$ cat src/rtl/scope_axi_arb_pkg.sv
// Shared types and constants for the scope AXI write arbiter.
package scope_axi_arb_pkg;

    // Default burst-length field width (beats = wlen + 1, up to 16).
    localparam int unsigned LW_DEFAULT = 4;

    typedef enum logic [1:0] {
        StIdle = 2'd0,
        StGnt0 = 2'd1,
        StGnt1 = 2'd2
    } arb_state_e;

    localparam logic [1:0] GNT_NONE = 2'b00;
    localparam logic [1:0] GNT_REQ0 = 2'b01;
    localparam logic [1:0] GNT_REQ1 = 2'b10;

    // One-hot grant vector for a given arbiter state.
    function automatic logic [1:0] state_to_gnt(arb_state_e s);
        logic [1:0] g;
        case (s)
            StGnt0:  g = GNT_REQ0;
            StGnt1:  g = GNT_REQ1;
            default: g = GNT_NONE;
        endcase
        return g;
    endfunction

endpackage

$ cat src/rtl/scope_axi_wr_arb.sv
// Two-requester round-robin AXI write arbiter: whole bursts are granted, and a
// pending request is picked up on the last beat so bursts run back to back.
module scope_axi_wr_arb
    import scope_axi_arb_pkg::*;
#(
    parameter int unsigned AW = 32,
    parameter int unsigned DW = 64,
    parameter int unsigned SW = DW / 8,
    parameter int unsigned LW = LW_DEFAULT
) (
    input  logic          adc_clk_i,
    input  logic          adc_rstn_i,

    input  logic [AW-1:0] req0_waddr_i,
    input  logic [DW-1:0] req0_wdata_i,
    input  logic [SW-1:0] req0_wsel_i,
    input  logic          req0_wvalid_i,
    input  logic [LW-1:0] req0_wlen_i,
    input  logic          req0_wfixed_i,
    output logic          req0_wrdy_o,
    output logic          req0_werr_o,

    input  logic [AW-1:0] req1_waddr_i,
    input  logic [DW-1:0] req1_wdata_i,
    input  logic [SW-1:0] req1_wsel_i,
    input  logic          req1_wvalid_i,
    input  logic [LW-1:0] req1_wlen_i,
    input  logic          req1_wfixed_i,
    output logic          req1_wrdy_o,
    output logic          req1_werr_o,

    output logic [AW-1:0] axi_waddr_o,
    output logic [DW-1:0] axi_wdata_o,
    output logic [SW-1:0] axi_wsel_o,
    output logic          axi_wvalid_o,
    output logic [LW-1:0] axi_wlen_o,
    output logic          axi_wfixed_o,
    input  logic          axi_wrdy_i,
    input  logic          axi_werr_i,

    output logic [1:0]    gnt_o,
    output logic          busy_o
);

    arb_state_e    state_q, state_d;
    logic [LW-1:0] len_q, len_d;
    logic [LW-1:0] cnt_q, cnt_d;
    logic          last_gnt_q, last_gnt_d;  // 0 = req0 granted last, 1 = req1
    logic          beat;
    logic          last_beat;
    logic          load;

    assign beat      = axi_wvalid_o & axi_wrdy_i;
    assign last_beat = beat && (cnt_q == len_q);
    // A new grant (including re-entering the same one) latches length and clears the count.
    assign load      = (state_d != StIdle) && ((state_q == StIdle) || last_beat);

    // State, length, counter and round-robin pointer registers
    always_ff @(posedge adc_clk_i or negedge adc_rstn_i) begin
        if (!adc_rstn_i) begin
            state_q    <= StIdle;
            len_q      <= '0;
            cnt_q      <= '0;
            last_gnt_q <= 1'b1;
        end else begin
            state_q    <= state_d;
            len_q      <= len_d;
            cnt_q      <= cnt_d;
            last_gnt_q <= last_gnt_d;
        end
    end

    // Next-state: arbitrate from idle, or on the last beat of the current burst
    always_comb begin
        state_d = state_q;
        case (state_q)
            StIdle: begin
                if (req0_wvalid_i && req1_wvalid_i) begin
                    state_d = last_gnt_q ? StGnt0 : StGnt1;
                end else if (req0_wvalid_i) begin
                    state_d = StGnt0;
                end else if (req1_wvalid_i) begin
                    state_d = StGnt1;
                end
            end
            StGnt0: begin
                if (last_beat) begin
                    if (req1_wvalid_i) begin
                        state_d = StGnt1;
                    end else if (req0_wvalid_i) begin
                        state_d = StGnt0;
                    end else begin
                        state_d = StIdle;
                    end
                end
            end
            StGnt1: begin
                if (last_beat) begin
                    if (req0_wvalid_i) begin
                        state_d = StGnt0;
                    end else if (req1_wvalid_i) begin
                        state_d = StGnt1;
                    end else begin
                        state_d = StIdle;
                    end
                end
            end
            default: state_d = StIdle;
        endcase
    end

    // Beat counter, burst length latch and round-robin pointer next-state
    always_comb begin
        cnt_d      = cnt_q;
        len_d      = len_q;
        last_gnt_d = last_gnt_q;
        if (load) begin
            cnt_d      = '0;
            len_d      = (state_d == StGnt1) ? req1_wlen_i : req0_wlen_i;
            last_gnt_d = (state_d == StGnt1);
        end else if (beat) begin
            cnt_d = cnt_q + LW'(1);
        end
    end

    // Output mux: granted requester drives the master; handshakes route back to it only
    always_comb begin
        axi_waddr_o  = '0;
        axi_wdata_o  = '0;
        axi_wsel_o   = '0;
        axi_wvalid_o = 1'b0;
        axi_wlen_o   = '0;
        axi_wfixed_o = 1'b0;
        req0_wrdy_o  = 1'b0;
        req0_werr_o  = 1'b0;
        req1_wrdy_o  = 1'b0;
        req1_werr_o  = 1'b0;
        case (state_q)
            StGnt0: begin
                axi_waddr_o  = req0_waddr_i;
                axi_wdata_o  = req0_wdata_i;
                axi_wsel_o   = req0_wsel_i;
                axi_wvalid_o = req0_wvalid_i;
                axi_wlen_o   = len_q;
                axi_wfixed_o = req0_wfixed_i;
                req0_wrdy_o  = axi_wrdy_i;
                req0_werr_o  = axi_werr_i;
            end
            StGnt1: begin
                axi_waddr_o  = req1_waddr_i;
                axi_wdata_o  = req1_wdata_i;
                axi_wsel_o   = req1_wsel_i;
                axi_wvalid_o = req1_wvalid_i;
                axi_wlen_o   = len_q;
                axi_wfixed_o = req1_wfixed_i;
                req1_wrdy_o  = axi_wrdy_i;
                req1_werr_o  = axi_werr_i;
            end
            default: ;
        endcase
        gnt_o  = state_to_gnt(state_q);
        busy_o = (state_q != StIdle);
    end

endmodule

$ cat config.mk
export PLATFORM = sky130hd
export DESIGN_NAME = scope_axi_wr_arb
export DESIGN_NICKNAME = d
export VERILOG_FILES = /design/src/rtl/scope_axi_arb_pkg.sv /design/src/rtl/scope_axi_wr_arb.sv
export SDC_FILE = /design/constraint.sdc
export NUM_CORES = 1
export LEC_CHECK = 0
export ABC_AREA = 1
export CAP_MARGIN = 40
export CORE_AREA = 2 2 132 134
export CTS_BUF_LIST = sky130_fd_sc_hd__clkbuf_4
export DETAILED_ROUTE_END_ITERATION = 7
export DIE_AREA = 0 0 134 136
export RECOVER_POWER = 25
export SYNTH_ARGS = -nofsm -noshare
export SYNTH_HDL_FRONTEND = slang
export SYNTH_SLANG_ARGS = --single-unit
$ cat constraint.sdc
create_clock -name adc_clk_i -period 2.34 [get_ports adc_clk_i]
set_input_delay 0.234 -clock adc_clk_i [delete_from_list [all_inputs] [get_ports adc_clk_i]]
set_output_delay 0.234 -clock adc_clk_i [all_outputs]
set_load 0.01 [all_outputs]
==> results.toml <==
[power_and_ir_drop]
intPower_mw = 2.87
p_switching_mw = 2.95
combinationalPowerShare = 0.921
swShare = 0.506
power.density_mw_per_mm2 = 876
p_seq_frac = 0.056
peakVddDrop_uv = 520
power_mw = 5.82
p_leak_nw = 3.80
p_clk_frac = 0.022

[yosys]
ys_ff_latch = 11
syn_area_mm2 = 0.00243
syn_avg_cell_area_um2 = 4.97
netlist-cell-type-count = 28
synth.yosys.seq_area_share = 0.114
yosysWarnings = 0
syn_inst = 489
synth.net_count = 720

[detailed_routing]
drt_drc_violations_left = 0
wl_per_cell_um = 14.6
num_vias = 4430
wl_mm = 15.4
drt_iter0_drc = 204
post_drt_via_cell_ratio = 4.20
dr.pass1.iters = 4
ant_nets = 0

[sta]
skew_ns = 0.00552
worst_slew_pin_slew_ns = 0.498
period_share = 0.969
setup_slack_ns = 0.0733
drv_slew = 0
tns_ns = 0
rsz0062_at_grt = "true"
hold_viol = 0
max_freq_mhz = 441
max_slew_margin = 0.667
finalSetupViolCount = 0
fin_crit_ns = 2.27

[layout]
postLayoutCoreUtil = 0.394
layout-drive-gt1-share = 0.0830
layout.nets = 1063
finalInstanceArea_mm2 = 0.00665
n_antenna_cell = 0
final_cell_mix = "257 x nand2_1, 231 x clkdlybuf4s50_1, 105 x a21oi_1"
area_growth_pct = 173
fillers = 1770
final_common_cell = "nand2_1"

[critical_path]
crit_path_end_kind = "output port"
worstPathMaxFanout = 5
rr_worst_depth = 19
worstPathRequired_ns = 2.11
cp.arrival_ns = 2.03
path_class = "register to output port"
critPathLaunchType = "register"
r2r_start = "state_q[0]"
crit_start = "state_q[0]"
r2r_end = "len_q[1]"
rrSetupSlack_ns = 0.12

[placement]
place_ws_ns = 0.154
placed_cell_area_mm2 = 0.00622
dp_hpwl_mm = 11.3
io_buffers = 340
gp_congestion = 0.773

[clock_network]
cts_made_buffers = 3
root_buffer = "clkbuf_4"
clock_latency_ns = 0.27
cts.sinks = 11
cts.htree.levels = 1
cts_tree = "done"
clk_pin_slew_ns = 0.08
postCtsHoldBufs = 0
cts_max_path_buffers = 2

[flow_run]
cap_violations = 0

[grt]
overflow = 0
first_global_vias = 4079
antenna_found_initial = 0
grt_pass1_wl_mm = 21.2
grt_usage = 0.143
grt_max_degree = 62

[floorplan]
io_pins = 341
die_y_um = 136
dieArea_mm2 = 0.0182
die_w_um = 134
rows = 48
start_util = 0.144
core_region_area_mm2 = 0.0169

[run_status]
run_status = "completed"

[min_path]
hold_class = "primary input to async pin"
==> per-layer routing <==
layer  global-route usage  vias to the layer above  share of wire
met1                0.177                     1965           0.41
li1                     -                     2237              -
met4               0.0201                        0         0.0093
met5                    0                        -              0
met3               0.0321                       12          0.086
met2                0.259                      216           0.49
==> worst max path at each step <==
stage	slack (ns)	cells past startpoint	end
global route	-0.07	19	len_q[3]
global placement	0.19	7	axi_wdata_o[46]
finish	0.07	10	axi_wvalid_o
detailed placement	0.15	7	axi_wdata_o[46]
floorplan	0.23	7	axi_wdata_o[43]
CTS	-0.09	6	axi_wdata_o[45]
==> kinds of logic after synthesis <==
kind of cell | after synthesis | share of synthesized area
xor gates and xnor gates | 3 | 0.0108
AOI/OAI and AO/OA | 110 | 0.230
and+or+nand+nor | 296 | 0.511
DFF | 11 | 0.114
adders and majority gates | 7 | 0.0360
buffers and inverters | 62 | 0.0977
==> through the flow <==
step,std cells,hold slack [ns]
floorplan,489,-0.0616
global placement,1035,0.467
detailed placement,1035,0.476
CTS,1041,0.308
global route,1056,0.397
finish,1056,0.358
==> timing repair <==
item | in CTS | in global routing
cloned | 2 | 3
resized for setup | 36 | 85
pin swaps | 0 | 8
buffers inserted | 0 | 12
setup endpoints to repair | 46 | 76
==> synthesized netlist by cell type (all sizes together) <==
library cell	n	share of area
o211ai	1	0.0031
nand3b	1	0.0031
nand4	9	0.023
inv	26	0.042
dfstp	1	0.011
nand2	271	0.43
nor2	9	0.026
a221oi	1	0.0036
a21oi	106	0.22
ha	7	0.036
o21ai	2	0.0041
xor2	3	0.011
clkbuf	31	0.048
nand3	6	0.027
buf	4	0.0062
clkinv	1	0.0015
dfrtp	10	0.10
==> flip-flops by register name, summed over array words and instances (netlist names) <==
| register | cells |
|---|---|
| cnt_q | 4 |
| len_q | 4 |
| state_q | 2 |
| last_gnt_q | 1 |
==> area by class of cell <==
class                           count  area, um2  area share
Clock buffer                        3       22.5     0.00339
Clock inverter                      1       5.00    0.000753
Inverter                           27        111      0.0168
Multi-Input combinational cell    416       1980       0.298
Sequential cell                    11        277      0.0416
Tap cell                          225        282      0.0424
Timing Repair Buffer              373       3970       0.597
==> power groups by stage <==
| stage | Clock [mW] | Combinational, mW | Sequential (mW) |
|---|---|---|---|
| floorplan | 0 | 2.43 | 0.319 |
| detailed placement | 0 | 5.07 | 0.329 |
| finish | 0.131 | 5.36 | 0.327 |
| CTS | 0.133 | 5.23 | 0.325 |
| global placement | 0 | 5.08 | 0.326 |
| global route | 0.142 | 5.87 | 0.338 |
==> critical path: stages (launching register included) <==
cell and delay (ns):
dfrtp_1 0.39, inv_2 0.09, buf_6 0.11, ha_4 0.16, buf_6 0.11, nand2_2 0.05, nand2_2 0.07, nand2_4 0.07
buf_4 0.13, inv_1 0.04, clkdlybuf4s50_1 0.53
Note: power is estimated with default switching activity, not from simulation.
